File: src/rtl/alu_issue_ctrl_if.sv
// Command channel between an issuing agent and alu_issue_ctrl.
// Purely combinational bundle; no storage.
// Backpressure: cmd_ready from the controller gates acceptance of cmd_valid.
interface alu_issue_ctrl_if;
  logic       cmd_valid;
  logic       cmd_ready;
  logic [2:0] cmd_sel;
  logic [1:0] cmd_rd;
  logic [1:0] cmd_ra;
  logic [1:0] cmd_rb;
  logic       cmd_cin;
  logic       cmd_use_carry;
  logic       cmd_use_imm;
  logic [3:0] cmd_imm;

  modport master (
    output cmd_valid, cmd_sel, cmd_rd, cmd_ra, cmd_rb,
           cmd_cin, cmd_use_carry, cmd_use_imm, cmd_imm,
    input  cmd_ready
  );

  modport slave (
    input  cmd_valid, cmd_sel, cmd_rd, cmd_ra, cmd_rb,
           cmd_cin, cmd_use_carry, cmd_use_imm, cmd_imm,
    output cmd_ready
  );
endinterface

File: src/rtl/alu_issue_ctrl.sv
// Issues commands to a registered 4-bit ALU from a 4x4 register file, writes back f/cout.
// Latency: accept at E0, ALU registers at E1, writeback at E2, res_valid the cycle after.
// Backpressure: cmd_ready only in IDLE (one command per 3 cycles); results never stall.
// Optional ALU_CTRL_IMM_EN: when defined, cmd_use_imm selects cmd_imm as operand B.
module alu_issue_ctrl (
  input  logic             clk,
  input  logic             reset_n,
  alu_issue_ctrl_if.slave  cmd,
  input  logic             ld_en,
  input  logic [1:0]       ld_addr,
  input  logic [3:0]       ld_data,
  output logic [2:0]       alu_sel,
  output logic [3:0]       alu_a,
  output logic [3:0]       alu_b,
  output logic             alu_cin,
  input  logic [3:0]       alu_f,
  input  logic             alu_cout,
  output logic             res_valid,
  output logic [3:0]       res_data,
  output logic             res_cout,
  output logic             carry_flag
);

  typedef enum logic [1:0] {IDLE = 2'd0, EXEC = 2'd1, WB = 2'd2} state_t;

  state_t     state;
  state_t     state_nxt;
  logic [3:0] rf [4];
  logic [1:0] rd_q;
  logic       accept;
  logic       wb_en;
  logic [3:0] opb;

  // state register
  always_ff @(posedge clk or negedge reset_n) begin
    if (!reset_n) state <= IDLE;
    else          state <= state_nxt;
  end

  // next-state: accept -> EXEC -> WB -> IDLE, fixed three-cycle walk
  always_comb begin
    state_nxt = state;
    case (state)
      IDLE:    if (accept) state_nxt = EXEC;
      EXEC:    state_nxt = WB;
      WB:      state_nxt = IDLE;
      default: state_nxt = IDLE;
    endcase
  end

  // FSM outputs; ready is masked by reset so it reads 0 while reset is held
  always_comb begin
    cmd.cmd_ready = reset_n && (state == IDLE);
    wb_en         = (state == WB);
  end

  assign accept = cmd.cmd_valid && cmd.cmd_ready;

`ifdef ALU_CTRL_IMM_EN
  // operand B: immediate when requested, otherwise register file
  always_comb begin
    opb = cmd.cmd_use_imm ? cmd.cmd_imm : rf[cmd.cmd_rb];
  end
`else
  logic unused_imm;
  assign unused_imm = ^{cmd.cmd_use_imm, cmd.cmd_imm};

  // operand B always comes from the register file in this build
  always_comb begin
    opb = rf[cmd.cmd_rb];
  end
`endif

  // ALU inputs load on accept and stay put through EXEC and WB
  always_ff @(posedge clk or negedge reset_n) begin
    if (!reset_n) begin
      alu_sel <= '0;
      alu_a   <= '0;
      alu_b   <= '0;
      alu_cin <= 1'b0;
      rd_q    <= '0;
    end else if (accept) begin
      alu_sel <= cmd.cmd_sel;
      alu_a   <= rf[cmd.cmd_ra];
      alu_b   <= opb;
      alu_cin <= cmd.cmd_use_carry ? carry_flag : cmd.cmd_cin;
      rd_q    <= cmd.cmd_rd;
    end
  end

  // register file: writeback is written after the load so it wins on a same-index collision
  always_ff @(posedge clk or negedge reset_n) begin
    if (!reset_n) begin
      for (int i = 0; i < 4; i++) rf[i] <= '0;
    end else begin
      if (ld_en) rf[ld_addr] <= ld_data;
      if (wb_en) rf[rd_q]    <= alu_f;
    end
  end

  // result pulse, held result value and chaining carry
  always_ff @(posedge clk or negedge reset_n) begin
    if (!reset_n) begin
      res_valid  <= 1'b0;
      res_data   <= '0;
      res_cout   <= 1'b0;
      carry_flag <= 1'b0;
    end else begin
      res_valid <= wb_en;
      if (wb_en) begin
        res_data   <= alu_f;
        res_cout   <= alu_cout;
        carry_flag <= alu_cout;
      end
    end
  end

endmodule

File: src/flat_wrapper.sv
// flat-port wrapper written by rule: the top's interface ports become plain ports
module alu_issue_ctrl_flat 
  (clk, reset_n, ld_en, ld_addr, ld_data, alu_sel, alu_a, alu_b, alu_cin, alu_f, alu_cout, res_valid, res_data, res_cout, carry_flag, cmd_cmd_valid, cmd_cmd_sel, cmd_cmd_rd, cmd_cmd_ra, cmd_cmd_rb, cmd_cmd_cin, cmd_cmd_use_carry, cmd_cmd_use_imm, cmd_cmd_imm, cmd_cmd_ready);
  alu_issue_ctrl_if cmd_i ();
  input  logic clk;
  input  logic reset_n;
  input  logic ld_en;
  input  logic [1:0] ld_addr;
  input  logic [3:0] ld_data;
  output logic [2:0] alu_sel;
  output logic [3:0] alu_a;
  output logic [3:0] alu_b;
  output logic alu_cin;
  input  logic [3:0] alu_f;
  input  logic alu_cout;
  output logic res_valid;
  output logic [3:0] res_data;
  output logic res_cout;
  output logic carry_flag;
  input wire logic [$bits(cmd_i.cmd_valid)-1:0] cmd_cmd_valid;
  input wire logic [$bits(cmd_i.cmd_sel)-1:0] cmd_cmd_sel;
  input wire logic [$bits(cmd_i.cmd_rd)-1:0] cmd_cmd_rd;
  input wire logic [$bits(cmd_i.cmd_ra)-1:0] cmd_cmd_ra;
  input wire logic [$bits(cmd_i.cmd_rb)-1:0] cmd_cmd_rb;
  input wire logic [$bits(cmd_i.cmd_cin)-1:0] cmd_cmd_cin;
  input wire logic [$bits(cmd_i.cmd_use_carry)-1:0] cmd_cmd_use_carry;
  input wire logic [$bits(cmd_i.cmd_use_imm)-1:0] cmd_cmd_use_imm;
  input wire logic [$bits(cmd_i.cmd_imm)-1:0] cmd_cmd_imm;
  output wire logic [$bits(cmd_i.cmd_ready)-1:0] cmd_cmd_ready;
  assign cmd_i.cmd_valid = cmd_cmd_valid;
  assign cmd_i.cmd_sel = cmd_cmd_sel;
  assign cmd_i.cmd_rd = cmd_cmd_rd;
  assign cmd_i.cmd_ra = cmd_cmd_ra;
  assign cmd_i.cmd_rb = cmd_cmd_rb;
  assign cmd_i.cmd_cin = cmd_cmd_cin;
  assign cmd_i.cmd_use_carry = cmd_cmd_use_carry;
  assign cmd_i.cmd_use_imm = cmd_cmd_use_imm;
  assign cmd_i.cmd_imm = cmd_cmd_imm;
  assign cmd_cmd_ready = cmd_i.cmd_ready;
  alu_issue_ctrl u_core (.clk(clk), .reset_n(reset_n), .cmd(cmd_i), .ld_en(ld_en), .ld_addr(ld_addr), .ld_data(ld_data), .alu_sel(alu_sel), .alu_a(alu_a), .alu_b(alu_b), .alu_cin(alu_cin), .alu_f(alu_f), .alu_cout(alu_cout), .res_valid(res_valid), .res_data(res_data), .res_cout(res_cout), .carry_flag(carry_flag));
endmodule
File: config.mk
export PLATFORM = sky130hd
export DESIGN_NAME = alu_issue_ctrl_flat
export DESIGN_NICKNAME = d
export VERILOG_FILES = /design/src/rtl/alu_issue_ctrl_if.sv /design/src/rtl/alu_issue_ctrl.sv /design/src/flat_wrapper.sv
export SDC_FILE = /design/constraint.sdc
export NUM_CORES = 1
export LEC_CHECK = 0
export ABC_AREA = 1
export BUFFER_PORTS_ARGS = -buffer_cell sky130_fd_sc_hd__clkbuf_2
export CAP_MARGIN = 20
export CORE_MARGIN = 3
export CORE_UTILIZATION = 30
export DETAILED_ROUTE_END_ITERATION = 10
export SETUP_SLACK_MARGIN = 0.1
export SLEW_MARGIN = 20
export SYNTH_ARGS = -nofsm -noshare
export SYNTH_HDL_FRONTEND = slang
export SYNTH_SLANG_ARGS = --single-unit
export TNS_END_PERCENT = 1
File: constraint.sdc
create_clock -name clk -period 3.8 [get_ports clk]
set_clock_uncertainty 0.2 [all_clocks]
set_input_delay 0.38 -clock clk [delete_from_list [all_inputs] [get_ports clk]]
set_output_delay 0.38 -clock clk [all_outputs]
set_load 0.01 [all_outputs]
# Word level (Yosys, flattened, before mapping)
# Cells that the tools add are included.
# totals
regBits	38
input_bits	31
word_cells	48
# classes
order_cmp	6
n_eq_ne	3
mux	17
bitwise_logic	4
n_reduce_logical	5
# ops
op	n
$bwmux 16	2
$mux 16	2
$mux 4	6
$bmux 4 s2	2
$demux 4 s2	2
$ge 3x3->1 const B	4
$not 2->3	4
$lt 3x1->1 const B	2
$logic_and 1x1->1	4
$pmux 2 s2	1
$eq 2x1->1 const B	1
$eq 2x2->1 const B	1
$logic_not 2->1	1
$mux 2	1
$ne 2x1->1 const B	1
$mux 1	1

# Longest topological paths before layout
# Gate-level depths: netlist of the first run.
# logic_depth
word_depth	9
depth_mapped	7
mapped_depth_nobuf	6

# Least setup slack after synthesis of the first run
# OpenSTA, ideal clock, no wires.
# synth_path
path_kind	register to register
start	reg u_core.state[0]
end	reg u_core.alu_a[3]
arrival_ps	996
t_required_ps	3484
path_slack_ps	2487
stages_incl_launch_ff	8
n_path_buf	1
period_less_slack_ps	1313
path_cell_list	dfrtp_1 inv_1 nand3_2 nor2_4 inv_2 buf_6 nand2_1 nand2_1
# synth_via
elab_chain_cells	3
# synth_lines
element	line_no	rtl
start, declared	alu_issue_ctrl.sv:26	state_t state;
start signal, assigned	alu_issue_ctrl.sv:37	else state <= state_nxt;
$logic_not 2->1	alu_issue_ctrl.sv:53	cmd.cmd_ready = reset_n && (state == IDLE);
$logic_and 1x1->1	alu_issue_ctrl.sv:53	
$logic_and 1x1->1	alu_issue_ctrl.sv:57	assign accept = cmd.cmd_valid && cmd.cmd_ready;
end signal, assigned	alu_issue_ctrl.sv:84	alu_a <= rf[cmd.cmd_ra];
end, declared	alu_issue_ctrl.sv:13	output logic [3:0] alu_a,
# Every way passes these cells.
# A chain may end at the register's enable or synchronous reset.

# Final worst setup path of the first run
# layout_path
start	reg u_core.state[0]
end	out cmd_cmd_ready
# layout_via
elab_chain_cells	2
# layout_lines
element	line_no	rtl
$logic_not 2->1	alu_issue_ctrl.sv:53	
$logic_and 1x1->1	alu_issue_ctrl.sv:53	
end, declared	flat_wrapper.sv:29	output wire logic [$bits(cmd_i.cmd_ready)-1:0] cmd_cmd_ready;
# Every way passes these cells.

==> reports/qor.csv, run 1 <==
stage,metric,value,unit
route,wl_per_cell,12.4,um
sta,min_period,1.65,ns
route,vias,1885,
setup_path,required,3.22,ns
sta,rsz0062_at_grt,false,
floorplanning,die_h,87.5,um
setup_path,cp_top_family,flip-flops,
placement,port_buffers,45,
setup_path,crit_type,register to output port,
floorplanning,coreArea,6390,um2
cts,clockBufferDepth,2,
route,drc,0,
hold_path,hp-class,primary input to async pin,
cts,cts_tree,yes,
sta,setup-violations-final,0,
cts,cts_setup_buffers,0,
pwr,vdd_drop_max,215,uV
synthesis,yosysMostFrequentCell,nand2_1,
cts,hold_buffers,0,
sta,fin_ws,2.15,ns
route,antenna_left,0,
final_layout,finalNonFillerCells,408,
pwr,power,1.18,mW
route,vias_per_cell,4.62,
setup_path,crit_fanout,2,
pwr,power_frac_clock,0.252,
setup_path,reg2regPathDepth,6,
route,firstDrtPassIters,4,
route,drt-total-wl,5040,um
floorplanning,rows,29,
placement,dp.cells,400,
final_layout,area_growth,19.2,%
sta,hold-worst-slack,0.0233,ns
synthesis,synth_seq_area_share,0.477,
synthesis,netlist.area_leader.share,0.477,
setup_path,crit_chain,"inv_1, nand3_2, inv_1, clkbuf_2",
synthesis,synth_seq_cells,38,
final_layout,antennaDiodeCount,0,
pwr,p_leak,1.39,nW
setup_path,cp_common_cell,inv_1,
cts,cts-resized-gates,0,
synthesis,synth.area.top_cells,"dfrtp_1, nand2_1, nand3_1",
cts,h-tree-depth,2,
setup_path,reg2reg_setup_slack,2.19,ns
setup_path,r2r-end,u_core.alu_b[1],
route,drtIter0Drc,80,
floorplanning,start_util,0.312,
floorplanning,fp.dieArea,7660,um2
setup_path,crit_arrival,1.07,ns
sta,finalCritPeriodShare,0.433,
cts,cts_buffers,5,
global_routing,grt_overflow_total,0,
sta,final_hold_viol_count,0,
synthesis,yosysWarnings,0,
global_routing,grt_pass1_vias,1785,
pwr,p_comb_frac,0.292,
setup_path,timing.rr.start,u_core.state[0],
setup_path,cpPeakStageDelay,0.41,ns
synthesis,synth-main-ff-cell,dfrtp_1,
setup_path,startpoint_type,register,
floorplanning,die_x,87.5,um
cts,path_clk_slew,0.08,ns
placement,pre_cts_slack,2.09,ns
sta,tns,0,ns
synthesis,syn_inst,283,
pwr,pwr-share-seq,0.457,
flow_run,max_cap_viol_count,0,
global_routing,track_usage,0.146,
final_layout,drive_above_1_share,0.178,
pwr,p_int,0.771,mW
floorplanning,io_pins,51,
synthesis,synth_fp_nets,314,
synthesis,synth_common_cells,"nand2_1, inv_1, nand3_1",
global_routing,grt_pass1_wl,8600,um
global_routing,grt_max_degree,39,
cts,cts_root_buf,clkbuf_8,
pwr,p_sw,0.411,mW
outcome,outcome,"complete, no violations",
final_layout,postLayoutCellArea,2380,um2
setup_path,crit_slowest_cell,dfrtp_1,
final_layout,finalNetCount,361,
setup_path,cp_num_buf_inv,3,
synthesis,ys_types,15,
placement,gp_congestion,0.858,
global_routing,grt_antenna_before_repair,0,
final_layout,final_util,0.372,
synthesis,syn-cell-area,1990,um2
placement,dp_hpwl,3910,um
pwr,power.density,497,nW/um2
sta,slew_viol_final,0,
sta,max_slew_margin,0.672,
sta,tightest_slew,0.492,ns
sta,fmax,608,MHz
setup_path,cp-end-kind,output port,
synthesis,syn_area_per_cell,7.04,um2
placement,dpl-instance-area,2280,um2
cts,clock-sinks,38,
synthesis,synth_top_area_cell,dfrtp_1,
pwr,p_sw_frac,0.348,
synthesis,async_reset_ff_frac,1.00,
cts,worst_skew_pair.late_latency,0.30,ns
synthesis,synth_edf_count,0,
==> per-layer routing <==
| metal | global-route usage | part of all wire |
|---|---|---|
| met3 | 0.0255 | 0.068 |
| met5 | 0 | 0 |
| met1 | 0.199 | 0.46 |
| met4 | 0.0502 | 0.018 |
| met2 | 0.233 | 0.46 |
==> state kept, by name, summed over array words and instances (netlist names) <==
signal            count
u_core.rf            16
u_core.alu_cin        1
u_core.state          2
u_core.rd_q           2
u_core.alu_sel        3
u_core.res_valid      1
u_core.alu_a          4
u_core.res_cout       1
u_core.res_data       4
u_core.alu_b          4
==> layout by cell type, fill, tap and decap left out <==
cell | netlist | layout
nor2_1 | 6 | 6
clkinv_2 | 0 | 1
buf_4 | 2 | 1
nand3_1 | 39 | 39
clkinvlp_4 | 0 | 1
nand2_1 | 124 | 124
inv_1 | 42 | 42
a21oi_1 | 3 | 3
o211ai_1 | 1 | 1
dfrtp_1 | 38 | 38
inv_2 | 2 | 2
nor2_4 | 2 | 2
o21ai_0 | 17 | 17
nand3_2 | 1 | 1
nand4_1 | 2 | 2
clkbuf_2 | 0 | 45
clkbuf_8 | 0 | 6
==> logic make-up (layout without fill, tap and decap cells) <==
group	Yosys count	count (layout)	share of synthesized area
buffers and inverters	50	98	0.104
and+or+nand+nor	174	174	0.365
AOI/OAI and AO/OA	21	21	0.0540
DFF	38	38	0.477
==> worst max path at each step <==
stage / to / start / cells past startpoint
2_1_floorplan: u_core.alu_a[3] / u_core.state[0] / 7
3_3_place_gp: u_core.alu_a[1] / reset_n / 6
3_5_place_dp: u_core.alu_b[1] / reset_n / 6
4_1_cts: cmd_cmd_ready / u_core.state[0] / 4
5_1_grt: u_core.alu_b[0] / u_core.state[0] / 6
6_report: cmd_cmd_ready / u_core.state[0] / 4
==> power groups by stage <==
stage | registers, mW | logic, mW | clock network (mW)
CTS | 0.541 | 0.348 | 0.306
floorplan | 0.564 | 0.203 | 0
detailed placement | 0.549 | 0.345 | 0
global route | 0.554 | 0.400 | 0.321
global placement | 0.547 | 0.339 | 0
finish | 0.540 | 0.344 | 0.297
==> area by class of cell <==
class / instances / area (um2)
fillers: 729 / 4010
flip-flops and latches: 38 / 951
multi-input cells: 195 / 836
repair buffers: 46 / 233
inverters: 44 / 165
well taps: 77 / 96.3
clock buffers: 6 / 82.6
clock inverters: 2 / 12.5
(Power assumes the default switching activity.)
==> run 2, diff against run 1 <==
- clock period: 3.8 -> 1.4 ns (I/O delays scaled with it)
==> run 2 against run 1 <==
Utilization increased by 4.6 points. Non-clock buffer count increased by 22. Clock-buffer cell count increased by 1. Highest routed layer unchanged. Hold slack gained 0.0089 ns. Sequential power increased to 2.7 times the previous value. Critical path type is now register to register. Critical path depth is 2 higher. Register-to-register slack worse by 2.2 ns.
==> reports/qor.csv, run 2 (synthesized netlist as in run 1, its figures left out) <==
stage,metric,value,unit
route,drtIter0Drc,67,
floorplanning,start_util,0.312,
final_layout,finalNetCount,384,
global_routing,grt_pass1_wl,8670,um
cts,worst_skew_pair.late_latency,0.29,ns
final_layout,top_register,u_core.rf,
cts,clock-sinks,38,
setup_path,cpPeakStageDelay,0.36,ns
pwr,p_leak,1.50,nW
route,vias_per_cell,4.57,
floorplanning,coreArea,6390,um2
floorplanning,die_x,87.5,um
sta,fmax,717,MHz
setup_path,timing.rr.start,u_core.state[1],
sta,slew_viol_final,0,
global_routing,track_usage,0.145,
route,wl_per_cell,12.2,um
setup_path,crit_slowest_cell,dfrtp_1,
sta,min_period,1.39,ns
global_routing,top_usage_layer,met2,
setup_path,crit_arrival,1.36,ns
final_layout,largest_reg_flops,16,
cts,h-tree-depth,2,
global_routing,grt_util_met1,0.199,
route,drc,0,
global_routing,grt_max_degree,39,
setup_path,startpoint_type,register,
sta,final_hold_viol_count,0,
flow_run,max_cap_viol_count,0,
sta,tns,0,ns
sta,rsz0062_at_grt,true,
setup_path,cp-startpoint,u_core.state[1],
route,firstDrtPassIters,5,
final_layout,mostFrequentLayoutCells,"nand2_1, clkbuf_2, inv_1",
sta,max_slew_margin,0.672,
final_layout,area_growth,33.8,%
route,drt-total-wl,5270,um
floorplanning,rows,29,
cts,cts_tree,yes,
cts,cts_root_buf,clkbuf_8,
route,vias,1968,
sta,tightest_slew,0.492,ns
sta,finalCritPeriodShare,0.996,
setup_path,crit_chain,"inv_2, nor2_4, buf_4, nand3_4, nand3_1, o21ai_0",
setup_path,crit_type,register to register,
placement,dp.cells,405,
setup_path,cp_top_family,simple AND/OR/NAND/NOR gates,
global_routing,met3_usage,0.0350,
hold_path,hp-class,primary input to register,
setup_path,required,1.37,ns
global_routing,grt_pass1_vias,1859,
setup_path,crit_fanout,8,
sta,setup-violations-final,0,
placement,gp_congestion,0.850,
pwr,vdd_drop_max,579,uV
floorplanning,io_pins,51,
hold_path,hp-start,cmd_cmd_rb[1],
floorplanning,fp.dieArea,7660,um2
cts,cts_buffers,5,
final_layout,finalNonFillerCells,431,
placement,dp_hpwl,3940,um
final_layout,final_common_cell,nand2_1,
floorplanning,die_h,87.5,um
route,antenna_left,0,
setup_path,cp-end-kind,register,
cts,path_clk_slew,0.07,ns
placement,port_buffers,45,
setup_path,cp_num_buf_inv,2,
global_routing,grt_antenna_before_repair,0,
global_routing,grt_overflow_total,0,
pwr,power.density,1230,nW/um2
final_layout,drive_above_1_share,0.226,
cts,clockBufferDepth,2,
outcome,outcome,"complete, no violations",
final_layout,antennaDiodeCount,0,
global_routing,use_met2,0.233,
[run 2: cell types whose count changed in the layout (fill, tap and decap cells not counted), sizes merged]
cell	previous run	this run
inv	44	43
dlygate4sd3	0	16
buf	1	8
clkinvlp	1	2
[run 2: area by class of cell]
| cell class | count | area [um2] |
|---|---|---|
| clock buffers | 7 | 86.3 |
| clock inverters | 1 | 5.00 |
| fillers | 714 | 3720 |
| inverters | 44 | 171 |
| multi-input cells | 195 | 891 |
| flip-flops and latches | 38 | 951 |
| well taps | 77 | 96.3 |
| repair buffers | 68 | 459 |
| repair inverters | 1 | 7.51 |
[run 2: path summary, 6_finish.rpt]
kind,endpoint,slack [ns],depth (start not counted)
max in group asynchronous,u_core.state[0],0.29,3
worst max register to register,u_core.rf[10],0.006,6
worst min-delay path,u_core.alu_b[3],0.03,5
min in group asynchronous,u_core.alu_b[2],0.36,3
worst min register to register,u_core.state[1],0.25,1
worst max-delay path,u_core.rf[10],0.006,6
[run 2: power breakdown]
group,internal [mW],switching [mW]
Combinational,0.406,0.626
Sequential,1.35,0.121
Clock,0.398,0.391
Total,2.15,1.14
[run 2: layer usage]
metal / up-vias / wire [um]
met3: 4 / 286
met2: 49 / 2520
li1: 1014 / -
met1: 901 / 2430
met4: 0 / 34
met5: - / 0
[run 2: timing repair]
action                     4_1_cts  5_1_grt
buffers inserted                 0        1
hold endpoints to repair        55        0
hold buffers                    16        0
gates resized for setup          5       25
setup endpoints to repair       28       36
cloned                           0        1
pin swaps                        1        6
[run 2: tightest hold or removal path, delay by kind of cell]
| kind | cells | cell delay [ns] |
|---|---|---|
| and+or+nand+nor | 4 | 0.23 |
| buffers and inverters | 1 | 0.12 |
[run 2: per-stage QoR]
step	instance area, um2	util	power, mW	setup WS, ns	hold slack, ns
after global placement	2320	0.363	2.42	0.0661	0.135
final	2670	0.418	3.29	0.00597	0.0322
after CTS	2590	0.405	3.28	0.000916	0.0179
after floorplan	1990	-	2.08	0.0873	-0.356
after global routing	2670	0.418	3.56	-0.0886	0.0572
after detailed placement	2320	0.363	2.43	0.0135	0.135
==> run 3, diff against run 2 <==
- CORE_ASPECT_RATIO: not set -> 2
==> run 3 against run 2 <==
Fmax increased by 2.4%. Flip-flop and latch count unchanged. Routed wire length is 0.27% lower. Global-route usage increased by 0.50 points. Sequential power barely moved. Via count is the same. Final area grew 0.61%. Critical endpoint is now cmd_cmd_ready.
==> reports/qor.csv, run 3 (synthesized netlist as in run 1, its figures left out) <==
stage,metric,value,unit
outcome,outcome,"complete, no violations",
global_routing,grt_overflow_total,0,
floorplanning,start_util,0.313,
route,drc,0,
global_routing,grt_pass1_wl,8940,um
route,drtIter0Drc,89,
placement,port_buffers,45,
pwr,vdd_drop_max,628,uV
route,antenna_left,0,
setup_path,cp_num_buf_inv,3,
final_layout,mostFrequentLayoutCells,"nand2_1, clkbuf_2, inv_1",
floorplanning,die_x,63.6,um
setup_path,reg2regPathDepth,6,
cts,worst_skew_pair.late_latency,0.28,ns
sta,finalCritPeriodShare,0.972,
floorplanning,die_h,121,um
cts,path_clk_slew,0.06,ns
cts,cts_root_buf,clkbuf_16,
setup_path,startpoint_type,register,
sta,rsz0062_at_grt,true,
route,wl_per_cell,12.0,um
final_layout,largest_reg_flops,16,
placement,pre_cts_slack,0.0444,ns
sta,fmax,735,MHz
floorplanning,fp.dieArea,7720,um2
setup_path,cp-end-kind,output port,
route,vias,1968,
setup_path,crit_slowest_cell,dfrtp_1,
route,vias_per_cell,4.49,
cts,cts_tree,yes,
sta,slew_viol_final,0,
final_layout,antennaDiodeCount,0,
flow_run,max_cap_viol_count,0,
final_layout,finalNetCount,382,
final_layout,area_growth,34.7,%
setup_path,cpPeakStageDelay,0.41,ns
floorplanning,coreArea,6360,um2
route,firstDrtPassIters,6,
sta,fin_ws,0.0388,ns
route,drt-total-wl,5260,um
global_routing,grt_pass1_vias,1957,
hold_path,hp-class,primary input to register,
cts,clockBufferDepth,2,
global_routing,grt_max_degree,39,
sta,max_slew_margin,0.679,
pwr,p_leak,1.51,nW
setup_path,cp.depth,4,
final_layout,final_common_cell,nand2_1,
setup_path,cp_top_family,flip-flops,
sta,min_period,1.36,ns
cts,h-tree-depth,2,
sta,tightest_slew,0.482,ns
setup_path,crit_fanout,2,
sta,setup-violations-final,0,
global_routing,grt_antenna_before_repair,0,
sta,final_hold_viol_count,0,
floorplanning,rows,41,
hold_path,holdPathStages,4,
cts,clock-sinks,38,
placement,dp_hpwl,4080,um
final_layout,multi_input_area,863,um2
setup_path,crit_type,register to output port,
final_layout,seqCellArea,951,um2
final_layout,fillers,703,
floorplanning,io_pins,51,
cts,cts_buffers,5,
global_routing,track_usage,0.150,
setup_path,crit_arrival,1.02,ns
final_layout,top_register,u_core.rf,
sta,hold-worst-slack,0.0101,ns
setup_path,required,1.06,ns
setup_path,cp_common_cell,inv_2,
placement,gp_congestion,0.883,
setup_path,crit_chain,"inv_2, nand3_4, inv_2, buf_6",
final_layout,drive_above_1_share,0.205,
pwr,power.density,1350,nW/um2
run 3: cell count changes in the layout (fill, tap and decap cells not counted), sizes merged:
cell / delta
dlygate4sd3: -2
run 3: worst paths after layout:
kind	from	to	slack, ns
setup / recovery	u_core.state[0]	cmd_cmd_ready	0.04
hold / removal	cmd_cmd_use_carry	u_core.alu_cin	0.01
setup reg to reg	u_core.state[1]	u_core.res_data[0]	0.05
hold reg to reg	u_core.state[1]	u_core.state[1]	0.24
max in group asynchronous	reset_n	u_core.alu_b[3]	0.35
min in group asynchronous	reset_n	u_core.res_valid	0.31
run 3: report_power, final:
group | total (mW) | internal, mW | switching, mW | leakage, nW
registers | 1.47 | 1.35 | 0.118 | 0.457
logic | 1.01 | 0.394 | 0.617 | 0.983
clock network | 1.13 | 0.705 | 0.421 | 0.0739
total | 3.61 | 2.45 | 1.16 | 1.51
run 3: final cells by class:
type                            count  share of cell area
Sequential cell                    38               0.354
Timing Repair Buffer               66               0.162
Tap cell                           86              0.0401
Clock buffer                        7              0.0531
Timing Repair inverter              1             0.00280
Multi-Input combinational cell    195               0.322
Inverter                           44              0.0639
Clock inverter                      1             0.00186
run 3: worst register-to-register path: stages, from the launching register on:
cell and delay [ns]:
dfrtp_1 0.36, inv_2 0.07, nor2_4 0.20, buf_6 0.16, clkinvlp_4 0.11, nand2_1 0.06, o21ai_0 0.07
run 3: timing repair:
item | in CTS | in global routing
buffers inserted | 1 | 1
resized for setup | 3 | 14
pin swaps | 0 | 3
cloned | 0 | 1
endpoints found under the setup margin | 23 | 35
hold endpoints to repair | 53 | 38
hold buffers | 13 | 1
run 3: metrics by stage:
| step | utilization | setup TNS [ns] | power [mW] | instances | instance area (um2) |
|---|---|---|---|---|---|
| after floorplan | - | 0 | 2.08 | 283 | 1990 |
| after global placement | 0.365 | 0 | 2.43 | 413 | 2320 |
| after detailed placement | 0.365 | 0 | 2.44 | 413 | 2320 |
| after CTS | 0.411 | 0 | 3.63 | 435 | 2620 |
| after global routing | 0.422 | -0.490 | 3.88 | 438 | 2680 |
| final | 0.422 | 0 | 3.61 | 438 | 2680 |
run 3: layer usage:
metal	GRT usage	part of all wire	vias to the layer above
li1	-	-	1004
met1	0.156	0.37	886
met2	0.268	0.55	62
met3	0.0241	0.044	16
met4	0.107	0.034	0
met5	0	0	-
